File: src/rtl/mouse_pkg.sv
// Shared definitions for the PS/2 mouse packet decoder: byte-0 bit positions,
// FSM state encoding and default screen limits.
package mouse_pkg;

    localparam int LEFT  = 0;
    localparam int SYNC  = 3;
    localparam int XSIGN = 4;
    localparam int YSIGN = 5;
    localparam int XOVF  = 6;
    localparam int YOVF  = 7;

    localparam int X_MAX_DEF = 799;
    localparam int Y_MAX_DEF = 599;

    typedef enum logic [1:0] {
        IDLE   = 2'd0,
        GOT_B0 = 2'd1,
        GOT_B1 = 2'd2
    } state_e;

endpackage

File: src/rtl/mouse_axis_clamp.sv
// Combinational 13-bit signed position update for one axis, saturated to 0..MAX.
// The caller registers the result.
module mouse_axis_clamp #(
    parameter int MAX = 799
) (
    input  logic        [11:0] pos,
    input  logic signed [12:0] delta,
    output logic        [11:0] result
);

    localparam logic signed [12:0] MAX_S = 13'(MAX);

    logic signed [12:0] sum;

    always_comb begin
        sum = $signed({1'b0, pos}) + delta;
        if (sum < 0) begin
            result = '0;
        end else if (sum > MAX_S) begin
            result = MAX_S[11:0];
        end else begin
            result = sum[11:0];
        end
    end

endmodule

File: src/rtl/mouse_packet_decoder.sv
// Decodes 3-byte PS/2 mouse packets into saturating absolute cursor coordinates.
// Define MOUSE_OVERFLOW_DISCARD_EN to zero a delta whose overflow bit is set.
module mouse_packet_decoder
    import mouse_pkg::*;
#(
    parameter int X_MAX          = X_MAX_DEF,
    parameter int Y_MAX          = Y_MAX_DEF,
    parameter int X_INIT         = 400,
    parameter int Y_INIT         = 300,
    parameter int TIMEOUT_CYCLES = 130000
) (
    input  logic        pclk,
    input  logic        rst,
    input  logic [7:0]  rx_data,
    input  logic        rx_valid,
    output logic [11:0] xpos,
    output logic [11:0] ypos,
    output logic        left,
    output logic        packet_strobe
);

    localparam int CNT_W = $clog2(TIMEOUT_CYCLES + 1);
    // The idle cycle that would bring the count to TIMEOUT_CYCLES ends the packet instead.
    localparam logic [CNT_W-1:0] CNT_LAST = CNT_W'(TIMEOUT_CYCLES - 1);

    state_e             state_q, state_d;
    logic [CNT_W-1:0]   cnt_q, cnt_d;

    logic               left_b0_q, left_b0_d;
    logic               xsign_q, xsign_d;
    logic               ysign_q, ysign_d;
    logic [7:0]         dx_q, dx_d;
`ifdef MOUSE_OVERFLOW_DISCARD_EN
    logic               xovf_q, xovf_d;
    logic               yovf_q, yovf_d;
`endif

    logic [11:0]        xpos_q, xpos_d, ypos_q, ypos_d;
    logic               left_q, left_d, strobe_q, strobe_d;

    logic               accept_b0, accept_b1, apply;
    logic signed [8:0]  dx9, dy9;
    logic signed [12:0] dx_ext, dy_neg;
    logic [11:0]        x_new, y_new;

    always_ff @(posedge pclk) begin
        if (rst) begin
            state_q <= IDLE;
            cnt_q   <= '0;
        end else begin
            state_q <= state_d;
            cnt_q   <= cnt_d;
        end
    end

    always_comb begin
        state_d = state_q;
        cnt_d   = cnt_q;
        case (state_q)
            IDLE: begin
                cnt_d = '0;
                if (rx_valid && rx_data[SYNC]) state_d = GOT_B0;
            end
            GOT_B0, GOT_B1: begin
                if (rx_valid) begin
                    state_d = (state_q == GOT_B0) ? GOT_B1 : IDLE;
                    cnt_d   = '0;
                end else if (cnt_q == CNT_LAST) begin
                    state_d = IDLE;
                    cnt_d   = '0;
                end else begin
                    cnt_d = cnt_q + 1'b1;
                end
            end
            default: begin
                state_d = IDLE;
                cnt_d   = '0;
            end
        endcase
    end

    always_comb begin
        accept_b0 = (state_q == IDLE) && rx_valid && rx_data[SYNC];
        accept_b1 = (state_q == GOT_B0) && rx_valid;
        apply     = (state_q == GOT_B1) && rx_valid;

        left_b0_d = accept_b0 ? rx_data[LEFT]  : left_b0_q;
        xsign_d   = accept_b0 ? rx_data[XSIGN] : xsign_q;
        ysign_d   = accept_b0 ? rx_data[YSIGN] : ysign_q;
        dx_d      = accept_b1 ? rx_data        : dx_q;
`ifdef MOUSE_OVERFLOW_DISCARD_EN
        xovf_d    = accept_b0 ? rx_data[XOVF]  : xovf_q;
        yovf_d    = accept_b0 ? rx_data[YOVF]  : yovf_q;
`endif

        // Byte 2 is consumed straight from the bus in the apply cycle.
        dx9 = {xsign_q, dx_q};
        dy9 = {ysign_q, rx_data};
`ifdef MOUSE_OVERFLOW_DISCARD_EN
        if (xovf_q) dx9 = '0;
        if (yovf_q) dy9 = '0;
`endif
        dx_ext = {{4{dx9[8]}}, dx9};
        dy_neg = -{{4{dy9[8]}}, dy9};

        xpos_d   = apply ? x_new     : xpos_q;
        ypos_d   = apply ? y_new     : ypos_q;
        left_d   = apply ? left_b0_q : left_q;
        strobe_d = apply;
    end

    mouse_axis_clamp #(.MAX(X_MAX)) u_clamp_x (
        .pos    (xpos_q),
        .delta  (dx_ext),
        .result (x_new)
    );

    mouse_axis_clamp #(.MAX(Y_MAX)) u_clamp_y (
        .pos    (ypos_q),
        .delta  (dy_neg),
        .result (y_new)
    );

    always_ff @(posedge pclk) begin
        if (rst) begin
            xpos_q   <= 12'(X_INIT);
            ypos_q   <= 12'(Y_INIT);
            left_q   <= 1'b0;
            strobe_q <= 1'b0;
        end else begin
            xpos_q   <= xpos_d;
            ypos_q   <= ypos_d;
            left_q   <= left_d;
            strobe_q <= strobe_d;
        end
    end

    always_ff @(posedge pclk) begin
        left_b0_q <= left_b0_d;
        xsign_q   <= xsign_d;
        ysign_q   <= ysign_d;
        dx_q      <= dx_d;
`ifdef MOUSE_OVERFLOW_DISCARD_EN
        xovf_q    <= xovf_d;
        yovf_q    <= yovf_d;
`endif
    end

    assign xpos          = xpos_q;
    assign ypos          = ypos_q;
    assign left          = left_q;
    assign packet_strobe = strobe_q;

endmodule

File: config.mk
export PLATFORM = sky130hd
export DESIGN_NAME = mouse_packet_decoder
export DESIGN_NICKNAME = d
export VERILOG_FILES = /design/src/rtl/mouse_pkg.sv /design/src/rtl/mouse_axis_clamp.sv /design/src/rtl/mouse_packet_decoder.sv
export SDC_FILE = /design/constraint.sdc
export NUM_CORES = 1
export LEC_CHECK = 0
export BUFFER_PORTS_ARGS = -buffer_cell sky130_fd_sc_hd__buf_4
export CORE_UTILIZATION = 40
export CTS_CLUSTER_SIZE = 25
export DETAILED_ROUTE_END_ITERATION = 8
export MAX_ROUTING_LAYER = met4
export PLACE_DENSITY_LB_ADDON = 0.12
export SLEW_MARGIN = 20
export SYNTH_ARGS = -nofsm -noshare
export SYNTH_HDL_FRONTEND = slang
export SYNTH_SLANG_ARGS = --single-unit
File: constraint.sdc
create_clock -name pclk -period 5.01 [get_ports pclk]
set_input_delay 0.501 -clock pclk [delete_from_list [all_inputs] [get_ports pclk]]
set_output_delay 0.501 -clock pclk [all_outputs]
set_load 0.005 [all_outputs]
Word-level counts from Yosys, hierarchy flattened
Cells that the tools add are included.
{ "classes": {"n_mux": 9, "add_sub_neg": 4, "n_eq_ne": 5, "magnitude_cmp": 4, "n_reduce_logical": 9, "n_bitwise": 1} }
{ "ops": {"columns": ["operator", "count"], "rows": [
  ["two-way mux 12 bit", 4],
  ["> comparator 13 x 11 -> 1 bit, second input constant", 2],
  ["less-than comparator 13 x 1 -> 1 bit, second input constant", 2],
  ["adder 17 x 1 -> 17 bit, second input constant", 1],
  ["== test 17 bit, second input constant", 1],
  ["adder 13 bit", 1],
  ["adder 13 x 9 -> 13 bit", 1],
  ["negator 13 bit", 1],
  ["two-way mux 2 bit", 4],
  ["logical AND 1 bit", 5],
  ["one-hot mux 2 bit (2 select lines)", 1],
  ["OR reduction 4 bit", 1],
  ["!= test 3 bit, second input constant", 1],
  ["== test 2 x 1 -> 1 bit, second input constant", 1],
  ["== test 2 bit, second input constant", 1],
  ["zero test 2 bit", 1],
  ["!= test 2 bit, second input constant", 1],
  ["AND reduction 2 bit", 1],
  ["OR reduction 2 bit", 1],
  ["NOT 1 bit", 1]
]} }
{ "word_totals": {"inputBits": 11, "word_cells": 42, "regBits": 56} }

Longest topological paths before layout
Gate-level depths: netlist of run 1.
{ "depth": {"ltp_word": 5, "depth_mapped": 11, "mapped_depth_nobuf": 11} }

By module
From an unflattened synthesis of run 1, not the netlist that was laid out.
{ "hier_totals": {"hier_cells": 499, "area_unflattened_um2": 4045.1} }
{ "modules_own_cells": {"columns": ["mod", "seq_area_each_um2", "n_inst", "cells_per_inst", "area_each_um2"], "rows": [
  ["mouse_packet_decoder", 1231.2, 1, 256, 2316.0],
  ["mouse_axis_clamp at u_clamp_y", 0.0, 1, 117, 885.8],
  ["mouse_axis_clamp at u_clamp_x", 0.0, 1, 126, 843.3]
]} }

Worst setup path after synthesis of run 1
OpenSTA, ideal clock, no wires.
{ "synth_timing": {"path_kind": "input to register", "start": "input rx_data[0]", "end": "register ypos_q[4] (netlist: ypos[4])", "path_slack_ps": 2396, "setup_time_ps": 117, "t_arrival_ps": 2496, "stages": 10, "path_cell_list": "ha_1 > fa_1 > nand2b_1 > a21oi_1 > xnor2_1 > o211ai_1 > a211oi_2 > o211ai_4 > nand2b_1 > a32o_1"} }
{ "synth_between": {"elab_chain_cells": 5, "word_cells_on_any_way": 6, "cone_classes": "add/sub (2); order compare (2); mux (2)"} }
{ "synth_lines": {"columns": ["item", "line", "rtl"], "rows": [
  ["from (decl)", "mouse_packet_decoder.sv:14", "input logic [7:0] rx_data,"],
  ["negator 13 bit (*)", "mouse_packet_decoder.sv:104", "dy_neg = -{{4{dy9[8]}}, dy9};"],
  ["adder 13 bit (*)", "mouse_axis_clamp.sv:16", "sum = $signed({1'b0, pos}) + delta;"],
  ["> comparator 13 x 11 -> 1 bit", "mouse_axis_clamp.sv:19", "end else if (sum > MAX_S) begin"],
  ["two-way mux 12 bit", "mouse_axis_clamp.sv:19", null],
  ["two-way mux 12 bit (*)", "mouse_axis_clamp.sv:17", "if (sum < 0) begin"],
  ["to (signal assigned)", "mouse_packet_decoder.sv:127", "ypos_q <= 12'(Y_INIT);"],
  ["to (signal assigned)", "mouse_packet_decoder.sv:132", "ypos_q <= ypos_d;"],
  ["to (decl)", "mouse_packet_decoder.sv:38", "logic [11:0] xpos_q, xpos_d, ypos_q, ypos_d;"]
]} }
Every way passes the cells marked *; elsewhere a longest branch is shown, timed or not.
A chain may end at the register's enable or synchronous reset.

Worst setup path after layout of run 1
{ "layout_timing": {"start": "register ypos_q[0] (netlist: ypos[0])", "end": "register ypos_q[1] (netlist: ypos[1])"} }
{ "layout_between": {"elab_chain_cells": 4, "word_cells_on_any_way": 5, "cone_classes": "add/sub (1); order compare (2); mux (2)"} }
{ "layout_lines": {"columns": ["item", "line"], "rows": [
  ["adder 13 bit (*)", "mouse_axis_clamp.sv:16"],
  ["> comparator 13 x 11 -> 1 bit", "mouse_axis_clamp.sv:19"],
  ["two-way mux 12 bit", "mouse_axis_clamp.sv:19"],
  ["two-way mux 12 bit (*)", "mouse_axis_clamp.sv:17"]
]} }
Marks and branches as above.

==> out/metrics.yaml, run 1 <==
clocking:
  cts_setup_buffers: 0
  cts_max_level: 2
  clock_latency_ns: 0.31
  cts_num_sinks: 56
  post_cts_resized: 0
  numCtsBuffers: 5
  cts_buffer_depth: 2
  cts_tree: "yes"
  ctsHoldBuffers: 0
  cts.reportedPaths.clkPinSlew_ns: 0.11
  cts_root_buf: "clkbuf_8"
final_layout:
  fin_cells: 501
  drive_above_1_share_pct: 16.9
  antenna_cells: 0
  nNetsFinal: 438
  area_delta_synth_final_pct: 14.9
sta:
  skew_ns: 0.0149
  worst_slew_pin_slew_ns: 0.944
  period_minus_slack_ns: 2.79
  hold_viol_final: 0
  fmax_mhz: 358
  rsz0062_at_grt: "false"
  final.period_utilization_pct: 55.8
  setup_viol: 0
  fin_setup_tns_ns: 0
  slew_headroom_pct: 36.8
  drv_slew: 0
grt:
  grt_busiest_layer: "met2"
  met1_usage_pct: 21.3
  grt_start_max_net_pins: 18
  antenna_found_initial: 0
  grtUsageMet2_pct: 30.5
  grt.total_usage_pct: 17.7
  met3_usage_pct: 2.91
  grt_pass1_wl_mm: 11.8
  grt_pass1_vias: 2506
  grt-ovfl-total: 0
synth:
  synth-seq-area-share_pct: 36.3
  synth_seq_cells: 56
  synth.cell_area_mm2: 0.00340
  synth_ff_type: "dfxtp_1"
  postSynthCellCount: 359
  synth_edf_count: 11
  yosysUniqueCellTypes: 63
  ys_warn_count: 0
  synth_nets: 402
  async_reset_ff_share_pct: 0
  syn_avg_cell_area_um2: 9.46
route:
  drtAntennaViolNets: 0
  drtIter0Drc: 86
  drc: 0
  route.vias.total: 2606
  dr.pass1.iters: 4
  drt-total-wl_mm: 7.19
  avgRoutedWirePerCell_um: 14.3
  vias_per_cell: 5.20
worst_setup_path:
  worstSetupPathType: "flip-flop to flip-flop"
  r2r_setup_slack_ns: 2.22
  path_buf_inv: 1
  cpLargestDelayFamily: "compound AO/OA/AOI/OAI gates"
  crit_path_max_fanout: 7
  cp-end-kind: "flip-flop"
  path_cells: "inv_1 > ha_1 > fa_1 > nand2b_1 > a21oi_2 > a2111oi_2 > o21bai_2 > o31ai_4 > xnor2_1 > nand2_1 > o221ai_1"
  crit_required_ns: 5.24
  crit_slowest_cell: "xnor2_1"
  ff2ff_path_depth: 11
  critPathLaunchType: "flip-flop"
  r2r-start: "ypos[0]"
  cpPeakStageDelay_ns: 0.45
  worstPathArrival_ns: 3.03
  r2r_end: "ypos[1]"
floorplanning:
  io_pins: 37
  row_count: 33
  die_w_um: 94.1
  start_util_pct: 41.3
  die_h_um: 94.1
  die-area_mm2: 0.00886
  core-area_mm2: 0.00822
power:
  ir_worst_vdd_mv: 0.189
  p_per_area_mw_per_mm2: 272
  power.leakage_nw: 1.53
status:
  status: "completed"
min_path:
  hold_class: "primary input to flip-flop"
  min_path_cells: 1
  hold_start: "rx_data[2]"
  min_to: "dx_q[2]"
placement:
  dpl.hpwl_mm: 5.58
  io_buffers: 36
  globalplace.congestion: 0.800
  dp_cells: 493
job:
  drv_cap: 0
## power breakdown
part | switching (mW) | leakage [nW] | internal (mW)
Combinational | 0.130 | 0.998 | 0.0912
Sequential | 0.0116 | 0.464 | 0.477
Clock | 0.150 | 0.0654 | 0.200
## cells in the mapped netlist (6+ instances only)
cell type  instances  area share [%]
nand2b_1           8             1.5
nand2_1           21             2.3
nand3_1           12             1.8
xor2_1            15             3.9
a21oi_1           18             2.7
clkbuf_1           6            0.66
inv_1             20             2.2
dfxtp_1           45              27
xnor2_1           16             4.1
o21ai_0           11             1.6
nor2_1            44             4.9
edfxtp_1          11             9.7
ha_1              30              11
and2_1             8             1.5
a21o_1             8             1.8
## metrics by stage
| step | hold slack, ns | cell area [um^2] | setup slack [ns] | power [mW] | utilization, % |
|---|---|---|---|---|---|
| 6_report | 0.377 | 3900 | 2.22 | 1.06 | 47.5 |
| 5_1_grt | 0.359 | 3900 | 1.96 | 1.12 | 47.5 |
| 4_1_cts | 0.367 | 3900 | 2.16 | 1.07 | 47.5 |
| 3_5_place_dp | 0.443 | 3770 | 1.96 | 0.722 | 45.9 |
| 3_3_place_gp | 0.437 | 3770 | 2.05 | 0.720 | 45.9 |
| 2_1_floorplan | 0.418 | 3400 | 2.40 | 0.668 | - |
## placed cells by master (no fill, tap or decap), types with 11 or more instances in the layout
cell type  netlist  layout
nor2_1          44      44
dfxtp_1         45      45
ha_1            30      30
nand3_1         12      12
buf_4            0      36
nand2_1         21      21
edfxtp_1        11      11
inv_1           20      20
o21ai_0         11      11
xnor2_1         16      16
a21oi_1         18      18
xor2_1          15      15
## state kept, by name, summed over array words and instances (netlist names)
register       count
ysign_q            1
state_q            2
cnt_q             17
left_b0_q          1
left               1
xsign_q            1
packet_strobe      1
dx_q               8
xpos              12
ypos              12
## routing by layer
metal  up-vias  share of wire (%)
met2        29                 51
met5         -                  0
li1       1354                  -
met3         4                2.2
met1      1219                 46
met4         0               0.60
## worst max path at each step
stage,start,to,slack [ns],cells past startpoint
2_1_floorplan,rx_data[0],ypos[4],2.40,10
3_3_place_gp,rx_data[0],ypos[1],2.05,11
3_5_place_dp,rx_data[0],ypos[1],1.96,11
4_1_cts,ypos[0],ypos[1],2.16,11
5_1_grt,xpos[0],xpos[2],1.96,11
6_report,ypos[0],ypos[1],2.22,11
## layout make-up
class                      instances  area [um^2]
sequential                        56         1230
multi-input combinational        276         2060
tap                              105          131
clock buffer                       6         72.6
clock inverter                     2         60.1
fill                             818         4310
inverter                          20         75.1
timing repair buffer              36          270
## kinds of logic (layout without fill, tap and decap cells)
kind of cell    Yosys count  in the layout  share of synthesized area (%)
simple gates            121            121                           17.6
compound gates           88             88                           21.3
flops                    56             56                           36.3
xor+xnor                 33             33                           8.95
fa+ha+maj                32             32                           12.2
buf+inv                  27             64                           3.02
mux                       2              2                          0.590
Note: power is estimated with default switching activity, not from simulation.
==> run 2, diff against run 1 <==
==> constraint.sdc (replaced) <==
create_clock -name pclk -period 2.4 [get_ports pclk]
set_input_delay 0.24 -clock pclk [delete_from_list [all_inputs] [get_ports pclk]]
set_output_delay 0.24 -clock pclk [all_outputs]
set_load 0.005 [all_outputs]
==> run 2 against run 1 <==
Net effect: the run now ends with setup timing left; wire length rose by 19%; clock-buffer cell count rose by 1; utilization rose by 11 points; sequential share of layout area fell by 5.9 points; combinational power rose to 3.3 times the previous value; critical endpoint is now xpos[5].
==> out/metrics.yaml, run 2 (same netlist as run 1, synthesis figures left out) <==
sta:
  period_minus_slack_ns: 2.54  # -0.252 ns
  final.period_utilization_pct: 106  # +50 points
  slew_headroom_pct: 56.2  # +19 points
  fin_ws_ns: -0.142  # -2.36 ns
  fin_hold_ws_ns: 0.122  # -0.255 ns
  setup_viol: 13  # +13
  hold_viol_final: 0  # unchanged
  rsz0062_at_grt: "true"
  drv_slew: 0  # unchanged
  worst_slew_pin_slew_ns: 0.655  # -0.289 ns
  fmax_mhz: 393  # +9.9%
  skew_ns: 0.00696  # -0.00798 ns
power:
  p_per_area_mw_per_mm2: 477  # +76%
  p_seq_share_pct: 44.5  # -1.6 points
  ir_worst_vdd_mv: 0.218  # +15%
  p_sw_share_pct: 30.7  # +3.2 points
  p_sw_mw: 0.704  # +140%
  power_frac_comb_pct: 31.6  # +11 points
  design_power_total_mw: 2.29  # +120%
  power.leakage_nw: 2.00  # +31%
  p_int_mw: 1.59  # +110%
  p_clk_share_pct: 24.0  # -9.0 points
worst_setup_path:
  crit_slowest_cell: "edfxtp_1"
  path_buf_inv: 2  # +1
  worst-path-stages: 11  # unchanged
  critPathLaunchType: "flip-flop"
  crit_path_max_fanout: 7  # unchanged
  cpPeakStageDelay_ns: 0.40  # -0.05 ns
  crit_required_ns: 2.61  # -2.63 ns
  ff2ff_path_depth: 11  # unchanged
  worstPathArrival_ns: 2.75  # -0.28 ns
  path_cells: "ha_2 > inv_2 > fa_2 > nand2b_4 > a21oi_4 > o41a_1 > buf_6 > xnor2_4 > a2111oi_4 > nor2_4 > a32o_1"
  cp-end-kind: "flip-flop"
  worstSetupPathType: "flip-flop to flip-flop"
  cpLargestDelayFamily: "compound AO/OA/AOI/OAI gates"
clocking:
  cts_max_level: 2  # unchanged
  cts.reportedPaths.clkPinSlew_ns: 0.10  # about the same
  clock_latency_ns: 0.31  # about the same
  ctsHoldBuffers: 0  # unchanged
  cts_buffer_depth: 2  # unchanged
  cts_tree: "yes"
  cts_num_sinks: 56  # unchanged
  cts_root_buf: "clkbuf_8"
  numCtsBuffers: 5  # unchanged
route:
  vias_per_cell: 5.11  # -1.8%
  route.vias.total: 2964  # +14%
  drtIter0Drc: 87  # +1.2%
  drtAntennaViolNets: 0  # unchanged
  drc: 0  # unchanged
  dr.pass1.iters: 4  # unchanged
  drt-total-wl_mm: 8.55  # +19%
  avgRoutedWirePerCell_um: 14.7  # +2.7%
grt:
  grt_pass1_wl_mm: 13.9  # +17%
  grt.total_usage_pct: 20.9  # +3.2 points
  grt-ovfl-total: 0  # unchanged
  grt_start_max_net_pins: 18  # unchanged
  grt_pass1_vias: 2882  # +15%
  antenna_found_initial: 0  # unchanged
floorplanning:
  io_pins: 37  # unchanged
  core-area_mm2: 0.00822  # unchanged
  start_util_pct: 41.3  # unchanged
  die_h_um: 94.1  # unchanged
  row_count: 33  # unchanged
  die_w_um: 94.1  # unchanged
  die-area_mm2: 0.00886  # unchanged
min_path:
  hold_class: "primary input to flip-flop"
  min_path_cells: 1  # unchanged
final_layout:
  postLayoutCellArea_mm2: 0.00481  # +23%
  final_util_pct: 58.5  # +11 points
  area_delta_synth_final_pct: 41.6
  largest-register: "cnt_q"
  drive_above_1_share_pct: 39.6  # +23 points
  nFillCells: 715  # -13%
  largest_reg_flops: 17  # unchanged
  nNetsFinal: 517  # +18%
  multiInputGateArea_mm2: 0.00238  # +16%
  fin_cells: 580  # +16%
  ff_latch_area_mm2: 0.00123  # +0.20%
  antenna_cells: 0  # unchanged
  final_common_cell: "buf_4"
  mostFrequentLayoutCells: "108 x buf_4, 43 x nor2_1, 43 x dfxtp_1"
status:
  violations: "setup timing"
  status: "finished with violations"
placement:
  io_buffers: 36  # unchanged
  dpl.hpwl_mm: 6.32  # +13%
  place_area_mm2: 0.00430  # +14%
  dp_cells: 558  # +13%
  globalplace.congestion: 0.811  # +1.4%
job:
  drv_cap: 0  # unchanged
==> run 2: changes by cell type in the layout (fill, tap and decap cells not counted), moves of 3 or more <==
cell / delta
buf_4: +72
buf_6: +7
o21ai_0: -6
ha_1: -5
xnor2_1: -5
ha_2: +4
nand2b_1: -3
nand2b_4: +3
nand3_1: -3
o21ai_1: +3
o21ai_2: +3
xnor2_4: +3
==> run 2: worst paths after layout <==
kind,end,slack (ns),start
max,xpos[5],-0.14,dx_q[0]
min,dx_q[2],0.12,rx_data[2]
max reg2reg,xpos[5],-0.14,dx_q[0]
min reg2reg,cnt_q[0],0.45,cnt_q[0]
==> run 2: power groups by stage <==
| stage | sequential (mW) | combinational, mW | clock [mW] |
|---|---|---|---|
| 2_1_floorplan | 1.04 | 0.367 | 0 |
| 3_3_place_gp | 1.04 | 0.585 | 0 |
| 3_5_place_dp | 1.04 | 0.592 | 0 |
| 4_1_cts | 1.02 | 0.664 | 0.569 |
| 5_1_grt | 1.03 | 0.786 | 0.607 |
| 6_report | 1.02 | 0.724 | 0.550 |
==> run 2: repair_timing <==
| item | in CTS | in global routing |
|---|---|---|
| pin swaps | 33 | 23 |
| setup buffers | 13 | 2 |
| setup endpoints to repair | 19 | 20 |
| resized for setup | 26 | 36 |
==> run 2: cell type report <==
type	count	share of cell area [%]
Multi-Input combinational cell	276	49.6
Sequential cell	56	25.7
Timing Repair Buffer	115	18.5
Tap cell	105	2.73
Clock buffer	7	1.80
Inverter	20	1.56
Clock inverter	1	0.156
==> run 2: metal layers <==
layer	vias up	wire, um	part of all wire [%]	GRT usage (%)
met4	0	172	2.0	7.31
met2	46	4370	51	35.0
met5	-	0	0	-
li1	1510	-	-	-
met1	1394	3710	43	25.5
met3	14	292	3.4	3.24
==> run 2: per-stage QoR <==
stage               worst slack (ns)  setup TNS, ns
finish                        -0.142         -0.920
global route                  -0.258          -2.88
CTS                           -0.183          -1.55
detailed placement            -0.256          -2.73
global placement              -0.188          -1.89
floorplan                  -0.000757      -0.000757
